**src/rtl/ahb_bus_arbiter_if.sv**
```systemverilog
// -----------------------------------------------------------------------------
// ahb_bus_arbiter_if
//   Bundle of the per-master request/address/control/write-data signals and
//   the shared-bus outputs of the three-master AHB-Lite arbiter.
//
//   Modports:
//     slave  - arbiter view: master requests and HREADY in; grants,
//              ownership and the muxed shared bus out.
//     master - view of the masters / surrounding bus: the opposite directions.
//
//   Signals:
//     HBUSREQ_x, HLOCK_x         request and locked-sequence request per master
//     HADDR_x, HTRANS_x,         address-phase signals per master
//     HWRITE_x, HSIZE_x
//     HWDATA_x                   data-phase write data per master
//     HREADY                     bus-wide transfer complete
//     HGRANT_x                   registered grant, one-hot
//     HMASTER, HMASTLOCK         address-phase owner index and lock flag
//     HADDR, HTRANS, HWRITE,     shared address/control bus
//     HSIZE, HWDATA              shared write-data bus
// -----------------------------------------------------------------------------
interface ahb_bus_arbiter_if;
    logic        HBUSREQ_1, HBUSREQ_2, HBUSREQ_3;
    logic        HLOCK_1,   HLOCK_2,   HLOCK_3;
    logic [31:0] HADDR_1,   HADDR_2,   HADDR_3;
    logic [1:0]  HTRANS_1,  HTRANS_2,  HTRANS_3;
    logic        HWRITE_1,  HWRITE_2,  HWRITE_3;
    logic [2:0]  HSIZE_1,   HSIZE_2,   HSIZE_3;
    logic [31:0] HWDATA_1,  HWDATA_2,  HWDATA_3;
    logic        HREADY;

    logic        HGRANT_1,  HGRANT_2,  HGRANT_3;
    logic [1:0]  HMASTER;
    logic        HMASTLOCK;
    logic [31:0] HADDR;
    logic [1:0]  HTRANS;
    logic        HWRITE;
    logic [2:0]  HSIZE;
    logic [31:0] HWDATA;

    modport slave (
        input  HBUSREQ_1, HBUSREQ_2, HBUSREQ_3,
        input  HLOCK_1,   HLOCK_2,   HLOCK_3,
        input  HADDR_1,   HADDR_2,   HADDR_3,
        input  HTRANS_1,  HTRANS_2,  HTRANS_3,
        input  HWRITE_1,  HWRITE_2,  HWRITE_3,
        input  HSIZE_1,   HSIZE_2,   HSIZE_3,
        input  HWDATA_1,  HWDATA_2,  HWDATA_3,
        input  HREADY,
        output HGRANT_1,  HGRANT_2,  HGRANT_3,
        output HMASTER,   HMASTLOCK,
        output HADDR,     HTRANS,    HWRITE, HSIZE, HWDATA
    );

    modport master (
        output HBUSREQ_1, HBUSREQ_2, HBUSREQ_3,
        output HLOCK_1,   HLOCK_2,   HLOCK_3,
        output HADDR_1,   HADDR_2,   HADDR_3,
        output HTRANS_1,  HTRANS_2,  HTRANS_3,
        output HWRITE_1,  HWRITE_2,  HWRITE_3,
        output HSIZE_1,   HSIZE_2,   HSIZE_3,
        output HWDATA_1,  HWDATA_2,  HWDATA_3,
        output HREADY,
        input  HGRANT_1,  HGRANT_2,  HGRANT_3,
        input  HMASTER,   HMASTLOCK,
        input  HADDR,     HTRANS,    HWRITE, HSIZE, HWDATA
    );
endinterface

```
**src/rtl/ahb_bus_arbiter.sv**
```systemverilog
// -----------------------------------------------------------------------------
// ahb_bus_arbiter
//   Three-master AHB-Lite arbiter with address/control and write-data muxes.
//   Grants round-robin, never breaks a SEQ/BUSY burst or a locked sequence,
//   parks on DEFAULT_MASTER when nobody requests, and tracks the address- and
//   data-phase owners through the HREADY pipeline.
//
//   Parameters:
//     DEFAULT_MASTER  park / reset owner, 1..3
//   Ports:
//     HCLK     bus clock, rising edge
//     HRESETn  synchronous active-low reset
//     bus      ahb_bus_arbiter_if.slave (requests in, grants and shared bus out)
// -----------------------------------------------------------------------------
module ahb_bus_arbiter #(
    parameter int unsigned DEFAULT_MASTER = 1
) (
    input  logic                HCLK,
    input  logic                HRESETn,
    ahb_bus_arbiter_if.slave    bus
);

    typedef enum logic [1:0] {
        TRANS_IDLE   = 2'b00,
        TRANS_BUSY   = 2'b01,
        TRANS_NONSEQ = 2'b10,
        TRANS_SEQ    = 2'b11
    } htrans_e;

    localparam logic [1:0] DEF_IDX    = 2'(DEFAULT_MASTER);
    localparam logic [2:0] DEF_ONEHOT = 3'(1 << (DEFAULT_MASTER - 1));

    // State: one-hot grant, address-phase owner, data-phase owner, lock flag.
    logic [2:0] grant_q,     grant_d;
    logic [1:0] hmaster_q,   hmaster_d;
    logic [1:0] downer_q,    downer_d;
    logic       hmastlock_q, hmastlock_d;

    logic [2:0] busreq;
    logic [2:0] hlock;
    logic [1:0] grant_idx;
    logic       grant_req;
    logic       grant_lock;
    logic [1:0] htrans_mux;
    logic       in_burst;

    assign busreq = {bus.HBUSREQ_3, bus.HBUSREQ_2, bus.HBUSREQ_1};
    assign hlock  = {bus.HLOCK_3,   bus.HLOCK_2,   bus.HLOCK_1};

    function automatic logic [1:0] onehot_to_idx(input logic [2:0] oh);
        case (oh)
            3'b001:  onehot_to_idx = 2'd1;
            3'b010:  onehot_to_idx = 2'd2;
            default: onehot_to_idx = 2'd3;
        endcase
    endfunction

    // Round-robin search starting just after the current owner; the owner
    // itself is the last candidate. Caller guarantees at least one request.
    function automatic logic [2:0] rr_pick(input logic [2:0] g, input logic [2:0] req);
        rr_pick = g;
        case (g)
            3'b001: begin
                if      (req[1]) rr_pick = 3'b010;
                else if (req[2]) rr_pick = 3'b100;
                else if (req[0]) rr_pick = 3'b001;
            end
            3'b010: begin
                if      (req[2]) rr_pick = 3'b100;
                else if (req[0]) rr_pick = 3'b001;
                else if (req[1]) rr_pick = 3'b010;
            end
            default: begin
                if      (req[0]) rr_pick = 3'b001;
                else if (req[1]) rr_pick = 3'b010;
                else if (req[2]) rr_pick = 3'b100;
            end
        endcase
    endfunction

    assign grant_idx  = onehot_to_idx(grant_q);
    assign grant_req  = |(busreq & grant_q);
    assign grant_lock = |(hlock  & grant_q);
    assign in_burst   = (htrans_mux == TRANS_SEQ) || (htrans_mux == TRANS_BUSY);

    // Next-state: everything holds while HREADY is low.
    always_comb begin
        // NOTE: every variable gets a default before any branch, so no path
        // leaves it unassigned and no latch is inferred.
        grant_d     = grant_q;
        hmaster_d   = hmaster_q;
        downer_d    = downer_q;
        hmastlock_d = hmastlock_q;

        if (bus.HREADY) begin
            hmaster_d   = grant_idx;
            downer_d    = hmaster_q;
            hmastlock_d = grant_lock;

            if (grant_lock && grant_req) begin
                grant_d = grant_q;
            end else if (in_burst && (grant_idx == hmaster_q)) begin
                // Owner is mid-burst on the bus: only it may continue.
                grant_d = grant_q;
            end else if (|busreq) begin
                grant_d = rr_pick(grant_q, busreq);
            end else begin
                grant_d = DEF_ONEHOT;
            end
        end
    end

    always_ff @(posedge HCLK) begin
        // NOTE: reset is sampled on the clock edge only, so it sits inside the
        // clocked branch rather than in the sensitivity list.
        if (!HRESETn) begin
            grant_q     <= DEF_ONEHOT;
            hmaster_q   <= DEF_IDX;
            downer_q    <= DEF_IDX;
            hmastlock_q <= 1'b0;
        end else begin
            // NOTE: non-blocking assignments so every register samples the
            // pre-edge values of the others (D takes the old HMASTER).
            grant_q     <= grant_d;
            hmaster_q   <= hmaster_d;
            downer_q    <= downer_d;
            hmastlock_q <= hmastlock_d;
        end
    end

    // Address/control mux follows the address-phase owner.
    always_comb begin
        case (hmaster_q)
            2'd2: begin
                htrans_mux = bus.HTRANS_2;
                bus.HADDR  = bus.HADDR_2;
                bus.HWRITE = bus.HWRITE_2;
                bus.HSIZE  = bus.HSIZE_2;
            end
            2'd3: begin
                htrans_mux = bus.HTRANS_3;
                bus.HADDR  = bus.HADDR_3;
                bus.HWRITE = bus.HWRITE_3;
                bus.HSIZE  = bus.HSIZE_3;
            end
            default: begin
                htrans_mux = bus.HTRANS_1;
                bus.HADDR  = bus.HADDR_1;
                bus.HWRITE = bus.HWRITE_1;
                bus.HSIZE  = bus.HSIZE_1;
            end
        endcase
    end

    // Write data follows the data-phase owner, one HREADY stage behind.
    always_comb begin
        case (downer_q)
            2'd2:    bus.HWDATA = bus.HWDATA_2;
            2'd3:    bus.HWDATA = bus.HWDATA_3;
            default: bus.HWDATA = bus.HWDATA_1;
        endcase
    end

    assign bus.HTRANS    = htrans_mux;
    assign bus.HGRANT_1  = grant_q[0];
    assign bus.HGRANT_2  = grant_q[1];
    assign bus.HGRANT_3  = grant_q[2];
    assign bus.HMASTER   = hmaster_q;
    assign bus.HMASTLOCK = hmastlock_q;

endmodule

```
**src/flat_wrapper.sv**
```systemverilog
// flat-port wrapper written by rule: the top's interface ports become plain ports
module ahb_bus_arbiter_flat 
#(
    parameter int unsigned DEFAULT_MASTER = 1
)
  (HCLK, HRESETn, bus_HBUSREQ_1, bus_HBUSREQ_2, bus_HBUSREQ_3, bus_HLOCK_1, bus_HLOCK_2, bus_HLOCK_3, bus_HADDR_1, bus_HADDR_2, bus_HADDR_3, bus_HTRANS_1, bus_HTRANS_2, bus_HTRANS_3, bus_HWRITE_1, bus_HWRITE_2, bus_HWRITE_3, bus_HSIZE_1, bus_HSIZE_2, bus_HSIZE_3, bus_HWDATA_1, bus_HWDATA_2, bus_HWDATA_3, bus_HREADY, bus_HGRANT_1, bus_HGRANT_2, bus_HGRANT_3, bus_HMASTER, bus_HMASTLOCK, bus_HADDR, bus_HTRANS, bus_HWRITE, bus_HSIZE, bus_HWDATA);
  ahb_bus_arbiter_if bus_i ();
  input  logic HCLK;
  input  logic HRESETn;
  input wire logic [$bits(bus_i.HBUSREQ_1)-1:0] bus_HBUSREQ_1;
  input wire logic [$bits(bus_i.HBUSREQ_2)-1:0] bus_HBUSREQ_2;
  input wire logic [$bits(bus_i.HBUSREQ_3)-1:0] bus_HBUSREQ_3;
  input wire logic [$bits(bus_i.HLOCK_1)-1:0] bus_HLOCK_1;
  input wire logic [$bits(bus_i.HLOCK_2)-1:0] bus_HLOCK_2;
  input wire logic [$bits(bus_i.HLOCK_3)-1:0] bus_HLOCK_3;
  input wire logic [$bits(bus_i.HADDR_1)-1:0] bus_HADDR_1;
  input wire logic [$bits(bus_i.HADDR_2)-1:0] bus_HADDR_2;
  input wire logic [$bits(bus_i.HADDR_3)-1:0] bus_HADDR_3;
  input wire logic [$bits(bus_i.HTRANS_1)-1:0] bus_HTRANS_1;
  input wire logic [$bits(bus_i.HTRANS_2)-1:0] bus_HTRANS_2;
  input wire logic [$bits(bus_i.HTRANS_3)-1:0] bus_HTRANS_3;
  input wire logic [$bits(bus_i.HWRITE_1)-1:0] bus_HWRITE_1;
  input wire logic [$bits(bus_i.HWRITE_2)-1:0] bus_HWRITE_2;
  input wire logic [$bits(bus_i.HWRITE_3)-1:0] bus_HWRITE_3;
  input wire logic [$bits(bus_i.HSIZE_1)-1:0] bus_HSIZE_1;
  input wire logic [$bits(bus_i.HSIZE_2)-1:0] bus_HSIZE_2;
  input wire logic [$bits(bus_i.HSIZE_3)-1:0] bus_HSIZE_3;
  input wire logic [$bits(bus_i.HWDATA_1)-1:0] bus_HWDATA_1;
  input wire logic [$bits(bus_i.HWDATA_2)-1:0] bus_HWDATA_2;
  input wire logic [$bits(bus_i.HWDATA_3)-1:0] bus_HWDATA_3;
  input wire logic [$bits(bus_i.HREADY)-1:0] bus_HREADY;
  output wire logic [$bits(bus_i.HGRANT_1)-1:0] bus_HGRANT_1;
  output wire logic [$bits(bus_i.HGRANT_2)-1:0] bus_HGRANT_2;
  output wire logic [$bits(bus_i.HGRANT_3)-1:0] bus_HGRANT_3;
  output wire logic [$bits(bus_i.HMASTER)-1:0] bus_HMASTER;
  output wire logic [$bits(bus_i.HMASTLOCK)-1:0] bus_HMASTLOCK;
  output wire logic [$bits(bus_i.HADDR)-1:0] bus_HADDR;
  output wire logic [$bits(bus_i.HTRANS)-1:0] bus_HTRANS;
  output wire logic [$bits(bus_i.HWRITE)-1:0] bus_HWRITE;
  output wire logic [$bits(bus_i.HSIZE)-1:0] bus_HSIZE;
  output wire logic [$bits(bus_i.HWDATA)-1:0] bus_HWDATA;
  assign bus_i.HBUSREQ_1 = bus_HBUSREQ_1;
  assign bus_i.HBUSREQ_2 = bus_HBUSREQ_2;
  assign bus_i.HBUSREQ_3 = bus_HBUSREQ_3;
  assign bus_i.HLOCK_1 = bus_HLOCK_1;
  assign bus_i.HLOCK_2 = bus_HLOCK_2;
  assign bus_i.HLOCK_3 = bus_HLOCK_3;
  assign bus_i.HADDR_1 = bus_HADDR_1;
  assign bus_i.HADDR_2 = bus_HADDR_2;
  assign bus_i.HADDR_3 = bus_HADDR_3;
  assign bus_i.HTRANS_1 = bus_HTRANS_1;
  assign bus_i.HTRANS_2 = bus_HTRANS_2;
  assign bus_i.HTRANS_3 = bus_HTRANS_3;
  assign bus_i.HWRITE_1 = bus_HWRITE_1;
  assign bus_i.HWRITE_2 = bus_HWRITE_2;
  assign bus_i.HWRITE_3 = bus_HWRITE_3;
  assign bus_i.HSIZE_1 = bus_HSIZE_1;
  assign bus_i.HSIZE_2 = bus_HSIZE_2;
  assign bus_i.HSIZE_3 = bus_HSIZE_3;
  assign bus_i.HWDATA_1 = bus_HWDATA_1;
  assign bus_i.HWDATA_2 = bus_HWDATA_2;
  assign bus_i.HWDATA_3 = bus_HWDATA_3;
  assign bus_i.HREADY = bus_HREADY;
  assign bus_HGRANT_1 = bus_i.HGRANT_1;
  assign bus_HGRANT_2 = bus_i.HGRANT_2;
  assign bus_HGRANT_3 = bus_i.HGRANT_3;
  assign bus_HMASTER = bus_i.HMASTER;
  assign bus_HMASTLOCK = bus_i.HMASTLOCK;
  assign bus_HADDR = bus_i.HADDR;
  assign bus_HTRANS = bus_i.HTRANS;
  assign bus_HWRITE = bus_i.HWRITE;
  assign bus_HSIZE = bus_i.HSIZE;
  assign bus_HWDATA = bus_i.HWDATA;
  ahb_bus_arbiter #(.DEFAULT_MASTER(DEFAULT_MASTER)) u_core (.HCLK(HCLK), .HRESETn(HRESETn), .bus(bus_i));
endmodule
```
**config.mk**
```make
export PLATFORM = sky130hd
export DESIGN_NAME = ahb_bus_arbiter_flat
export DESIGN_NICKNAME = d
export VERILOG_FILES = /design/src/rtl/ahb_bus_arbiter_if.sv /design/src/rtl/ahb_bus_arbiter.sv /design/src/flat_wrapper.sv
export SDC_FILE = /design/constraint.sdc
export NUM_CORES = 1
export LEC_CHECK = 0
export ABC_AREA = 1
export CORE_AREA = 2 2 114 116
export DETAILED_ROUTE_END_ITERATION = 12
export DIE_AREA = 0 0 116 118
export DONT_BUFFER_PORTS = 1
export PLACE_DENSITY = 0.38
export SETUP_SLACK_MARGIN = 0.2
export SLEW_MARGIN = 10
export SYNTH_ARGS = -nofsm -noshare
export SYNTH_HDL_FRONTEND = slang
export SYNTH_SLANG_ARGS = --single-unit
```
**constraint.sdc**
```tcl
create_clock -name HCLK -period 2.5 [get_ports HCLK]
set_input_delay 0.5 -clock HCLK [delete_from_list [all_inputs] [get_ports HCLK]]
set_output_delay 0.5 -clock HCLK [all_outputs]
set_load 0.01 [all_outputs]
```
==> results_dict.tcl <==
set metrics [dict create \
    outcome "finished, final reports clean" \
    root_buffer "clkbuf_16" \
    final_nets 597 \
    wire_per_inst_um 15.1 \
    clk_transition_reported_paths_ns 0.04 \
    fin_crit_ns 2.09 \
    path_cells "buf_4, nor2_2, buf_4, nand2_1, nand3_1" \
    source_of_the_critical_timing_path "u_core.bus.HMASTER[0]$_SDFFE_PN1P_" \
    power.share.clock 0.312 \
    place.detailed.hpwl_um 6880 \
    worstPathBufferInverterCount 2 \
    die-width_um 116 \
    final.setup.tns_ns 0 \
    critical_path_arrival_ns 1.59 \
    seq_area_um2 160 \
    worst_setup_slack_post_dpl_ns 0.415 \
    final_core_util 0.168 \
    postSynthRegisterBits 8 \
    dieArea_um2 13700 \
    setup.worst_path.start_class "register" \
    ant_cells 0 \
    routabilityCongestion 0.791 \
    total_via_count_after_detailed_routing 2726 \
    synth_cell_type_count 19 \
    cts.sink_count 8 \
    vdd_drop_max_uv 146 \
    tritoncts "built" \
    grt_usage 0.106 \
    reg2reg_from "u_core.bus.HMASTER[0]$_SDFFE_PN1P_" \
    yosysTopAreaCellShare 0.389 \
    synth_warnings 0 \
    crit_path_end_kind "primary output" \
    cells_taking_the_most_area_after_synthesis "nand3_1 (39%), nand2_1 (34%), dfxtp_1 (8.6%)" \
    cp_num_cells 5 \
    p_int_mw 0.470 \
    cts_made_buffers 3 \
    synthesis.area_um2 1870 \
    synthesized_nets 615 \
    core_um2 12400 \
    synth-seq-area-share 0.0858 \
    multi_input_comb_area_um2 1550 \
    die_h_um 118 \
    critical-path-slowest-cell "buf_4" \
    grt_antenna_before_repair 0 \
    count_of_endpoints_failing_hold_in_the_final_timing_report 0 \
    final_layout_size_suffix_gt1_frac 0.0559 \
    seq_power_share 0.190 \
    report.final.slew_viol_count 0 \
    ctsLongestPathBuffers 2 \
    p_comb_frac 0.499 \
    finClkSkew_ns 0.000320 \
    final_period_util 0.836 \
    setup_viol 0 \
    path_delay_family "buffers and inverters" \
    timing.hold.ws_ns 0.363 \
    max_clock_freq_ghz 0.478 \
    min-delay-path-class "in -> reg" \
    timing_worst_setup_path_type "reg -> out" \
    layout_setup_ws_ns 0.409 \
    placement.io_buffers 0 \
    crit_path_max_incr_delay_ns 0.35 \
    static-leakage-power_nw 0.903 \
    globalRoute.totalOverflow 0 \
    crit_top_cell "buf_4" \
    initial_utilization 0.150 \
    netSwitchingFraction 0.448 \
    synth_commonest_cells "nand2_1 (168), nand3_1 (145), clkbuf_1 (17), nor2_1 (12), buf_2 (11)" \
    critical_path_required_ns 2.00 \
    postCtsSetupBuffers 0 \
    cts-htree-levels 1 \
    syn-instance-count 396 \
    worst-slew-pin-transition_ns 0.667 \
    flow.area_growth_from_synthesis_pct 12.0 \
    core.rowCount 41 \
    synthArstFlopShare 0 \
    ff2ff_path_depth 9 \
    most_frequently_used_cell_type_in_the_post_synthesis_netlist "nand2_1" \
    drc_violations_left 0 \
    final_antenna_net_count 0 \
    drv.max_cap_violation_count 0 \
    unrepaired_setup_endpoints_after_global_routing "false" \
    maximum_number_of_pins_on_one_net_before_global_route_repair 44 \
    worst_skew_pair_later_pin_latency_ns 0.23 \
    num-fill-cells 1458 \
    drtPass1Iterations 4 \
    critical_path_peak_fanout 43 \
    grt_pass1_vias 2390 \
    net-switching-power_mw 0.381 \
    first_iter_violations 182 \
    netlist.top_cell.by_area "nand3_1" \
    routed_wl_um 8300 \
    timing.slew.headroom 0.554 \
    synth_top_flop_cell "dfxtp_1" \
    postSynthAreaPerCell_um2 4.71 \
    setup.worst_path.end "bus_HADDR[21]" \
    report.power.total_mw 0.850 \
    synth_enable_flop_cells 0 \
    p_per_area_nw_per_um2 407 \
    timing.reg2reg.setup_slack_ns 0.83 \
    global_route_wire_length_before_repair_um 11600 \
    vias_per_cell 4.97 \
    num_io_pins 295 \
    regToRegEndpoint "u_core.grant_q[2]$_SDFFE_PN0P_" \
]
[per-layer routing]
layer | global-route usage | up-vias | share of wire | wire length [µm]
met5 | 0 | - | 0 | 0
li1 | - | 1279 | - | -
met4 | 0.0394 | 0 | 0.024 | 197
met1 | 0.109 | 1203 | 0.36 | 3000
met3 | 0.0134 | 16 | 0.10 | 857
met2 | 0.210 | 228 | 0.51 | 4250
[placed cells by master, fill, tap and decap left out, types with 2 or more instances in the layout]
cell / instances
nand3_1: 145
inv_2: 3
o21ai_0: 6
inv_1: 8
nand2_1: 168
dfxtp_1: 8
buf_4: 7
nor2_2: 3
nand4_1: 2
nor2_1: 11
clkbuf_16: 3
a21oi_1: 5
[state kept, by name, summed over array words and instances, names as in the netlist]
name / flops
u_core.bus.HMASTLOCK: 1
u_core.bus.HMASTER: 2
u_core.downer_q: 2
u_core.grant_q: 3
[metrics by stage]
step | instance area (µm²) | std cells
after floorplan | 1870 | 396
after global placement | 2010 | 545
after detailed placement | 2010 | 545
after CTS | 2090 | 548
after global routing | 2090 | 548
final | 2090 | 548
[what timing repair did]
item                                    4_1_cts  5_1_grt
endpoints found under the hold margin         0        0
resized for setup                             1        0
endpoints found under the setup margin        4        0
hold buffers                                  0        0
[cells by family (layout without fill, tap and decap cells)]
| group | count (synthesis) | in the layout | synth area share |
|---|---|---|---|
| buf+inv | 41 | 21 | 0.0899 |
| compound gates | 13 | 13 | 0.0396 |
| flops | 8 | 8 | 0.0858 |
| simple gates | 334 | 334 | 0.785 |
[worst min-delay path by stage]
stage | slack (ns) | depth (start not counted) | start | endpoint
finish | 0.36 | 1 | bus_HREADY | u_core.downer_q[1]$_SDFFE_PN0P_
global route | 0.37 | 1 | bus_HREADY | u_core.downer_q[1]$_SDFFE_PN0P_
CTS | 0.36 | 1 | bus_HREADY | u_core.downer_q[1]$_SDFFE_PN0P_
detailed placement | 0.59 | 2 | u_core.grant_q[1]$_SDFFE_PN0P_ | u_core.grant_q[1]$_SDFFE_PN0P_
global placement | 0.59 | 2 | u_core.grant_q[1]$_SDFFE_PN0P_ | u_core.grant_q[1]$_SDFFE_PN0P_
floorplan | 0.53 | 2 | u_core.grant_q[1]$_SDFFE_PN0P_ | u_core.grant_q[1]$_SDFFE_PN0P_
[cell type report]
type | instances | area share
Multi-Input combinational cell | 347 | 0.740
Tap cell | 172 | 0.103
Sequential cell | 8 | 0.0766
Clock buffer | 3 | 0.0359
Timing Repair Buffer | 7 | 0.0251
Inverter | 11 | 0.0198
[power by group through the flow]
stage / logic [mW] / registers [mW] / clock network (mW)
2_1_floorplan: 0.355 / 0.159 / 0
3_5_place_dp: 0.426 / 0.163 / 0
5_1_grt: 0.474 / 0.163 / 0.279
6_report: 0.424 / 0.161 / 0.265
3_3_place_gp: 0.420 / 0.162 / 0
4_1_cts: 0.427 / 0.162 / 0.271
Power figures use the tool's default switching activity.
